[config.mk]
export PLATFORM = sky130hd
export DESIGN_NAME = ghash_tag_serializer
export DESIGN_NICKNAME = d
export VERILOG_FILES = /design/src/rtl/ghash_tag_serializer.sv
export SDC_FILE = /design/constraint.sdc
export NUM_CORES = 1
export LEC_CHECK = 0
export BUFFER_PORTS_ARGS = -buffer_cell sky130_fd_sc_hd__buf_2
export CAP_MARGIN = 30
export CORE_ASPECT_RATIO = 1.5
export CORE_MARGIN = 4
export CORE_UTILIZATION = 30
export DETAILED_ROUTE_END_ITERATION = 7
export GPL_ROUTABILITY_DRIVEN = 0
export HOLD_SLACK_MARGIN = 0.02
export PLACE_DENSITY = 0.61
export SYNTH_ARGS = -nofsm -noshare
export SYNTH_HDL_FRONTEND = slang
export SYNTH_SLANG_ARGS = --single-unit
[constraint.sdc]
create_clock -name clk -period 2.89 [get_ports clk]
set_clock_uncertainty 0.1 [all_clocks]
set_input_delay 0.1445 -clock clk [delete_from_list [all_inputs] [get_ports clk]]
set_output_delay 0.1445 -clock clk [all_outputs]
set_load 0.02 [all_outputs]
[src/rtl/ghash_tag_serializer.sv]
// rtl/ghash_tag_serializer.sv - serializes one WIDTH-bit GHASH tag/S value into MSB-first WORD_W-bit words
//
// Ports:
//   clk        rising-edge clock
//   rst        asynchronous active-low reset
//   in_valid   tag presented for load
//   in_ready   idle and able to load
//   in_data    tag/S value, bit WIDTH-1 leaves first
//   len_words  words to emit for this tag (0 or >NWORDS means all), sampled at load
//   flush      synchronous abort of the current tag
//   out_valid  out_data holds a valid word
//   out_ready  sink accepts the word
//   out_data   current word, zero when out_valid is low
//   out_last   current word is the final word of the tag
//   busy       a tag is being sent
module ghash_tag_serializer #(
  parameter int WIDTH  = 128,
  parameter int WORD_W = 32,
  parameter int CNT_W  = 3
) (
  input  logic              clk,
  input  logic              rst,
  input  logic              in_valid,
  output logic              in_ready,
  input  logic [WIDTH-1:0]  in_data,
  input  logic [CNT_W-1:0]  len_words,
  input  logic              flush,
  output logic              out_valid,
  input  logic              out_ready,
  output logic [WORD_W-1:0] out_data,
  output logic              out_last,
  output logic              busy
);

  localparam int              NWORDS   = WIDTH / WORD_W;
  localparam logic [CNT_W-1:0] NWORDS_C = CNT_W'(NWORDS);
  localparam logic [CNT_W-1:0] CNT_ONE  = CNT_W'(1);

  typedef enum logic {
    S_IDLE = 1'b0,
    S_SEND = 1'b1
  } state_t;

  state_t             r_state;
  state_t             w_state_nxt;
  logic [WIDTH-1:0]   r_shreg;
  logic [WIDTH-1:0]   w_shreg_nxt;
  logic [CNT_W-1:0]   r_cnt;
  logic [CNT_W-1:0]   w_cnt_nxt;
  logic [CNT_W-1:0]   w_eff_len;
  logic               w_last;

  // A zero or oversized request means "send the whole tag".
  assign w_eff_len = ((len_words == '0) || (len_words > NWORDS_C)) ? NWORDS_C : len_words;
  assign w_last    = (r_cnt == CNT_ONE);

  always_ff @(posedge clk or negedge rst) begin
    if (!rst) begin
      r_state <= S_IDLE;
      r_shreg <= '0;
      r_cnt   <= '0;
    end else begin
      r_state <= w_state_nxt;
      r_shreg <= w_shreg_nxt;
      r_cnt   <= w_cnt_nxt;
    end
  end

  always_comb begin
    w_state_nxt = r_state;
    w_shreg_nxt = r_shreg;
    w_cnt_nxt   = r_cnt;
    in_ready    = 1'b0;
    out_valid   = 1'b0;
    out_last    = 1'b0;
    busy        = 1'b0;
    out_data    = '0;

    unique case (r_state)
      S_IDLE: begin
        in_ready = 1'b1;
        // flush wins over a load even though in_ready reads high.
        if (in_valid && !flush) begin
          w_state_nxt = S_SEND;
          w_shreg_nxt = in_data;
          w_cnt_nxt   = w_eff_len;
        end
      end

      S_SEND: begin
        busy      = 1'b1;
        out_valid = 1'b1;
        out_data  = r_shreg[WIDTH-1 -: WORD_W];
        out_last  = w_last;
        if (flush) begin
          w_state_nxt = S_IDLE;
          w_shreg_nxt = '0;
          w_cnt_nxt   = '0;
        end else if (out_ready) begin
          if (w_last) begin
            // Clear so truncated-tag residue never lingers in the register.
            w_state_nxt = S_IDLE;
            w_shreg_nxt = '0;
            w_cnt_nxt   = '0;
          end else begin
            w_shreg_nxt = r_shreg << WORD_W;
            w_cnt_nxt   = r_cnt - CNT_ONE;
          end
        end
      end

      default: begin
        w_state_nxt = S_IDLE;
      end
    endcase
  end

endmodule

======== After elaboration in Yosys (flattened, before gate mapping) ========
Index checks and enable logic that the tools add are counted.
storage, ports and cells
  bits in registers ....................... 132
  output and inout bits ................... 36
cells by class
  reduce and logical (&&, ||, !) cells .... 5
  equal/unequal tests ..................... 3
  $lt $le $gt $ge ......................... 1
  add/sub/neg operators ................... 1
  mux-type cells .......................... 20
  bitwise operators ....................... 1
operators by type and width
  cell                 number
  $mux 128             4
  $pmux 128 s2         1
  $mux 32              1
  $mux 3               5
  $mux 1               7
  $pmux 3 s2           1
  $eq 3x1->1 const B   1
  $gt 3x3->1 const B   1
  $logic_not 3->1      1
  $ne 3x3->1 const B   1
  $sub 3x1->3 const B  1
  $ne 2x2->1 const B   1
  $pmux 1 s2           1
  $reduce_and 2->1     1
  $logic_and 1x1->1    1
  $logic_not 1->1      1
  $logic_or 1x1->1     1
  $not 1->1            1

======== Depth between registers and ports, before layout ========
Gate-level depths: netlist (run 1).
  word-level depth ........................ 5
  mapped depth ............................ 7

======== Worst setup path before layout (run 1) ========
OpenSTA, ideal clock, no wires.
  kind .................................... register to register
  start point ............................. register r_state
  end point ............................... register r_shreg[23]
  period minus slack after synthesis ...... 1.631 ns
  stages on the path, launching flop included .. 7
  path slack .............................. 1.259 ns
  path buffers ............................ 3
  data required time ...................... 2.669 ns
  library setup time ...................... 0.121 ns
  arrival time ............................ 1.410 ns
  path through ............................ dfrtp_1 -> buf_4 -> inv_2 -> and2_1 -> clkbuf_1 -> buf_2 -> a22o_1
on the way
  cells in the longest elaborated chain, start to end .. 3
  elaborated cells between the ends (all ways) .. 5
ends and longest elaborated chain
  what                        RTL line  text
  from (decl)                 44        state_t r_state;
  from (signal assigned)      63        r_state <= w_state_nxt;
  $not 1->1                   -
  $ne 2x2->1 (no line)        -
  $reduce_and 2->1 (no line)  -
  to (signal assigned)        64        r_shreg <= w_shreg_nxt;
  to (decl)                   46        logic [WIDTH-1:0] r_shreg;
Parallel ways exist; a longest one is shown, timed or not.
A chain may end at the register's enable or synchronous reset.

======== Final worst setup path (run 1) ========
  start point ............................. register r_state
  end point ............................... register r_shreg[22]
Same word-level chain as after synthesis.

==> flow_summary_export.csv, run 1 <==
group,metric,value,unit
sta,period_needed,2.04,ns
routing,wl,17600,µm
clock_network,root_buffer,"clkbuf_16",
die,core_region_area,19200,µm²
placement,io_buffer_count,171,
global_routing,antenna_found_initial,2,
min_path,hold_start,"len_words[1]",
worst_setup_path,cp_cell_sequence,"clkinv_2 -> and2_1 -> buf_4 -> a22o_1",
global_routing,track_usage,16.3,%
synth,yosys.area.top_type_share,56.4,%
synth,syn_area,5850,µm²
finish,final_common_cell,"buf_2",
pwr,power.density,864,nW/µm²
synth,syn_nets,706,
routing,vias,5223,
die,num_rows,62,
die,dieWidth,122,µm
global_routing,grt.overflow.total,0,
min_path,hold_depth,5,
min_path,hold_class,"input pin to flop",
synth,synth_area_leader_cell,"dfrtp_1",
die,num_io_pins,172,
global_routing,grt_pass1_wl,27900,µm
pwr,clockPowerShare,28.1,%
die,die_h,179,µm
placement,dp_hpwl,11300,µm
clock_network,numCtsBuffers,17,
finish,syn2layout_area_growth,50.6,%
pwr,combPwrFrac,32.4,%
finish,fin_cells,1117,
placement,postPlaceCellArea,6930,µm²
placement,dp.cells,953,
clock_network,insertion_delay,0.41,ns
worst_setup_path,worst_ep_arrival_time,2.23,ns
worst_setup_path,start_kind,"flop",
synth,synth_seq_cells,132,
worst_setup_path,crit_path_top_delay_cell,"dfrtp_1",
worst_setup_path,reg2regPathDepth,4,
clock_network,ctsHtreeMaxLevel,4,
sta,worst_pin_slew,0.673,ns
sta,drv_slew,0,
worst_setup_path,path_class,"flop to flop",
synth,yosys.cell_types.count,29,
worst_setup_path,crit_fanout,29,
routing,detail-route-antenna-nets,0,
pwr,seq_power_share,39.5,%
die,dieArea,21900,µm²
synth,ys_seq_area_share,56.4,%
sta,rsz0062_at_grt,"false",
worst_setup_path,r2r-start,"r_state",
worst_setup_path,r2r_setup_slack,0.85,ns
sta,finalCritPeriodShare,70.6,%
synth,postSynthCellCount,567,
routing,drcViolationCount,0,
pwr,p_int,4.99,mW
routing,drt_iter0_drc,262,
routing,vias_per_cell,4.68,
finish,drive_gt1_share,25.0,%
pwr,ir_worst_vdd,0.329,mV
sta,tns,0,ns
global_routing,grt_start_max_net_pins,63,
routing,wl_per_cell,15.8,µm
clock_network,cts_buffer_depth,2,
worst_setup_path,max_stage_delay,0.49,ns
synth,avgSynthCellArea,10.3,µm²
sta,relSlewSlack,55.2,%
worst_setup_path,cp-end-kind,"flop",
synth,ys_warn_count,0,
run_status,status,"complete, no violations",
synth,yosys-top-cells-area,"dfrtp_1 (56%), a22oi_1 (12%), o21ai_1 (8.2%)",
sta,setup_viol,0,
sta,finalHoldViolCount,0,
min_path,hold_end,"r_cnt[1]",
worst_setup_path,required,3.08,ns
worst_setup_path,reg2reg_to,"r_shreg[22]",
finish,design_area,8810,µm²
pwr,p_sw,2.63,mW
pwr,switching_share,34.5,%
die,start_util,30.5,%
global_routing,grt_pass1_vias,5410,
finish,mostFrequentLayoutCells,"buf_2 (170), dfrtp_1 (132), dlygate4sd3_1 (130)",
clock_network,cts_tree,"built",
routing,drt_pass1_iterations,5,
job,cap_violations,0,
sta,fmax,0.490,GHz
pwr,power.total,7.62,mW
clock_network,ctsResizeCount,0,
finish,nNetsFinal,985,
clock_network,cts.sinks,132,
worst_setup_path,crit_family,"buffers and inverters",
worst_setup_path,critPathBufInv,2,
clock_network,clk_pin_slew,0.06,ns
pwr,p_leak,4.10,nW
[registers in the layout (all words and copies together) (netlist names)]
signal and cells:
r_shreg 128, r_cnt 3, r_state 1
[worst register-to-register path: cells and delay by family (launching register included)]
kind	cells	cell delay (ns)
AND/OR/NAND/NOR	1	0.39
flip-flops	1	0.49
AO/OA/AOI/OAI	1	0.27
buffers and inverters	2	0.67
[power groups by stage]
stage	logic, mW	clock network, mW	registers [mW]
3_5_place_dp	2.33	0	3.04
3_3_place_gp	2.28	0	3.01
5_1_grt	2.76	2.28	3.12
2_1_floorplan	1.77	0	2.90
6_report	2.47	2.14	3.01
4_1_cts	2.48	2.18	3.01
[area by class of cell]
type | count | area (µm²)
repair buffers | 314 | 2360
diodes | 2 | 5.00
flip-flops and latches | 132 | 3300
clock inverters | 9 | 130
fillers | 1773 | 10300
inverters | 7 | 27.5
clock buffers | 23 | 448
multi-input cells | 374 | 2220
well taps | 256 | 320
[per-layer routing]
| layer | wire length, µm | GRT usage [%] | vias to the layer above |
|---|---|---|---|
| met3 | 749 | 3.31 | 36 |
| met4 | 518 | 7.24 | 0 |
| met5 | 0 | 0 | - |
| met2 | 8880 | 27.6 | 169 |
| met1 | 7490 | 20.1 | 2414 |
| li1 | - | - | 2604 |
[cells in the mapped netlist (all sizes together)]
library cell	number
ha	3
nor2	3
a21oi	4
a22o	32
and2	33
a211oi	1
a31oi	1
dfrtp	132
nand2b	1
nor2b	1
o22ai	2
inv	7
o21ai	97
or2	1
and3	1
nor3b	1
nand2	96
buf	23
a22oi	96
o32ai	1
clkbuf	31
[how the worst max path moves through the flow]
stage                       start           to  depth (start not counted)
after detailed placement  r_state     r_cnt[2]                          5
final                     r_state  r_shreg[22]                          4
after global routing      r_state     r_cnt[2]                          5
after floorplan           r_state  r_shreg[23]                          6
after global placement    r_state     r_cnt[2]                          5
after CTS                 r_state     r_cnt[2]                          5
[timing repair]
item                      in CTS  in global routing
hold endpoints to repair     233                  0
hold buffers                 130                  0
setup buffers                  0                  0
[through the flow]
stage,hold slack (ns),setup WS (ns),util (%)
floorplan,-0.251,1.26,-
global placement,-0.0000759,0.948,36.2
detailed placement,-0.00425,0.839,36.2
CTS,0.0340,0.825,46.0
global route,0.0666,0.696,46.0
finish,0.0521,0.850,46.0
[cells by family (layout without fill, tap and decap cells)]
kind of cell | Yosys count | after routing | synth area share (%)
other | 0 | 2 | 0
DFF | 132 | 132 | 56.4
adders and majority gates | 3 | 3 | 0.642
and+or+nand+nor | 137 | 137 | 10.5
AOI/OAI and AO/OA | 234 | 234 | 26.6
buffers and inverters | 61 | 353 | 5.79
Note: power is estimated with default switching activity, not from simulation.
==> inputs of run 2 (changes only) <==
--- a/config.mk
+++ b/config.mk
@@ -13,7 +13,7 @@
 export DETAILED_ROUTE_END_ITERATION = 7
 export GPL_ROUTABILITY_DRIVEN = 0
 export HOLD_SLACK_MARGIN = 0.02
-export PLACE_DENSITY = 0.61
+export PLACE_DENSITY = 0.63
 export SYNTH_ARGS = -nofsm -noshare
 export SYNTH_HDL_FRONTEND = slang
 export SYNTH_SLANG_ARGS = --single-unit
==> constraint.sdc (replaced) <==
create_clock -name clk -period 1.7 [get_ports clk]
set_clock_uncertainty 0.1 [all_clocks]
set_input_delay 0.085 -clock clk [delete_from_list [all_inputs] [get_ports clk]]
set_output_delay 0.085 -clock clk [all_outputs]
set_load 0.02 [all_outputs]
==> run 2 against run 1 <==
Effect of this change: core utilization rose by 1.0 points; first-iteration DRC count rose by 18%; register-to-register slack got worse by 0.75 ns; final cell count rose by 1.3%; count of clock-buffer cells in the layout fell by 6; design area rose by 2.3%; largest cell class unchanged; sequential share of layout area fell by 0.81 points; die area did not move.
==> flow_summary_export.csv, run 2 (synthesis results as in run 1) <==
group,metric,value,unit
die,die_h,179,µm
clock_network,root_buffer,"clkbuf_16",
global_routing,grt.overflow.total,0,
routing,wl,17900,µm
global_routing,grt_use_met2,27.4,%
routing,drcViolationCount,0,
run_status,status,"complete, no violations",
finish,fill_cells,1743,
finish,largest_register,"r_shreg",
global_routing,track_usage,16.5,%
global_routing,busiest_layer,"met2",
worst_setup_path,start_kind,"flop",
routing,drt_pass1_iterations,4,
clock_network,ctsHtreeMaxLevel,4,
worst_setup_path,crit_family,"buffers and inverters",
worst_setup_path,cp-end-kind,"output pin",
clock_network,cts_tree,"built",
global_routing,grt_pass1_wl,28100,µm
worst_setup_path,reg2regPathDepth,5,
clock_network,clk_pin_slew,0.05,ns
die,core_region_area,19200,µm²
placement,post-place-ws,0.0541,ns
sta,drv_slew,0,
sta,tns,0,ns
die,num_rows,62,
pwr,p_leak,4.19,nW
sta,finalHoldViolCount,0,
worst_setup_path,max_stage_delay,0.45,ns
die,start_util,30.5,%
global_routing,grt_pass1_vias,5611,
routing,vias,5331,
worst_setup_path,crit_path_top_delay_cell,"dfrtp_2",
worst_setup_path,crit_fanout,35,
clock_network,cts.sinks,132,
finish,fin_cells,1131,
sta,setup_viol,0,
global_routing,grt_start_max_net_pins,58,
job,cap_violations,0,
pwr,power.density,1440,nW/µm²
sta,rsz0062_at_grt,"false",
sta,fmax,0.617,GHz
worst_setup_path,path_class,"flop to output pin",
routing,drt_iter0_drc,310,
clock_network,insertion_delay,0.41,ns
worst_setup_path,cp_num_cells,3,
finish,mostFrequentLayoutCells,"buf_2 (170), dlygate4sd3_1 (133), dfrtp_1 (131)",
sta,setup_slack,0.0805,ns
worst_setup_path,cp_cell_sequence,"clkinv_2 -> buf_12 -> buf_2",
global_routing,antenna_found_initial,3,
finish,reg_top3,"r_shreg x128, r_cnt x3, r_state x1",
worst_setup_path,worst_ep_arrival_time,1.43,ns
global_routing,met3_usage,3.16,%
sta,finalCritPeriodShare,95.3,%
min_path,hold_class,"input pin to asynchronous set/reset pin",
finish,largest_reg_flops,128,
pwr,ir_worst_vdd,0.691,mV
placement,dp_hpwl,11300,µm
routing,vias_per_cell,4.71,
placement,dp.cells,960,
sta,relSlewSlack,77.4,%
die,dieWidth,122,µm
placement,io_buffer_count,171,
finish,final_common_cell,"buf_2",
sta,worst_pin_slew,0.339,ns
routing,wl_per_cell,15.8,µm
worst_setup_path,r2r-start,"r_state",
worst_setup_path,reg2reg_to,"r_shreg[9]",
clock_network,cts_buffer_depth,2,
finish,syn2layout_area_growth,54.0,%
sta,period_needed,1.62,ns
finish,nNetsFinal,998,
worst_setup_path,required,1.51,ns
clock_network,numCtsBuffers,17,
global_routing,grtUsageMet1,20.3,%
die,dieArea,21900,µm²
worst_setup_path,r2r_setup_slack,0.10,ns
die,num_io_pins,172,
finish,final_util,47.0,%
routing,detail-route-antenna-nets,0,
finish,drive_gt1_share,26.6,%
worst_setup_path,critPathBufInv,3,
==> run 2: worst max path at each step <==
| stage | from | end |
|---|---|---|
| after CTS | r_state | out_data[19] |
| after floorplan | r_state | r_shreg[23] |
| after global routing | r_cnt[1] | out_last |
| after global placement | r_cnt[0] | r_shreg[64] |
| final | r_state | in_ready |
| after detailed placement | r_state | r_shreg[64] |
==> run 2: metrics by stage <==
step / hold slack [ns] / total power [mW] / area (µm²)
after floorplan: -0.311 / 7.94 / 5850
after global placement: -0.104 / 9.22 / 7060
after detailed placement: -0.105 / 9.34 / 7060
after CTS: 0.0245 / 13.0 / 8940
after global routing: 0.0532 / 13.9 / 9010
final: 0.0335 / 13.0 / 9010
==> run 2: layout make-up <==
type                            count  area [µm²]  area share, %
Antenna cell                        3        7.51         0.0833
Clock buffer                       17         425           4.72
Tap cell                          256         320           3.55
Timing Repair Buffer              327        2590           28.8
Multi-Input combinational cell    374        2220           24.6
Sequential cell                   132        3300           36.7
Clock inverter                     15         118           1.31
Inverter                            7        27.5          0.305
==> run 2: per-layer routing <==
metal	up-vias	routed length, µm
met5	-	0
met2	151	9050
li1	2638	-
met1	2486	7440
met4	0	745
met3	56	663
==> run 2: repair_timing <==
action / in CTS / in global routing
endpoints found under the hold margin: 263 / 0
hold buffers: 133 / 0
pin swaps: 0 / 1
endpoints found under the setup margin: 35 / 80
setup buffers: 0 / 2
gates cloned: 0 / 1
resized for setup: 3 / 3
==> run 2: worst register-to-register path: stages, from the launching register on <==
cell	delay [ns]
dfrtp_2	0.45
buf_4	0.16
o22ai_4	0.23
buf_12	0.23
buf_12	0.20
a22o_1	0.16
==> run 2: power breakdown <==
group / total, mW / internal [mW] / switching [mW]
Sequential: 5.14 / 4.42 / 0.723
Clock: 3.33 / 1.98 / 1.35
Combinational: 4.50 / 2.02 / 2.48
Total: 13.0 / 8.42 / 4.55
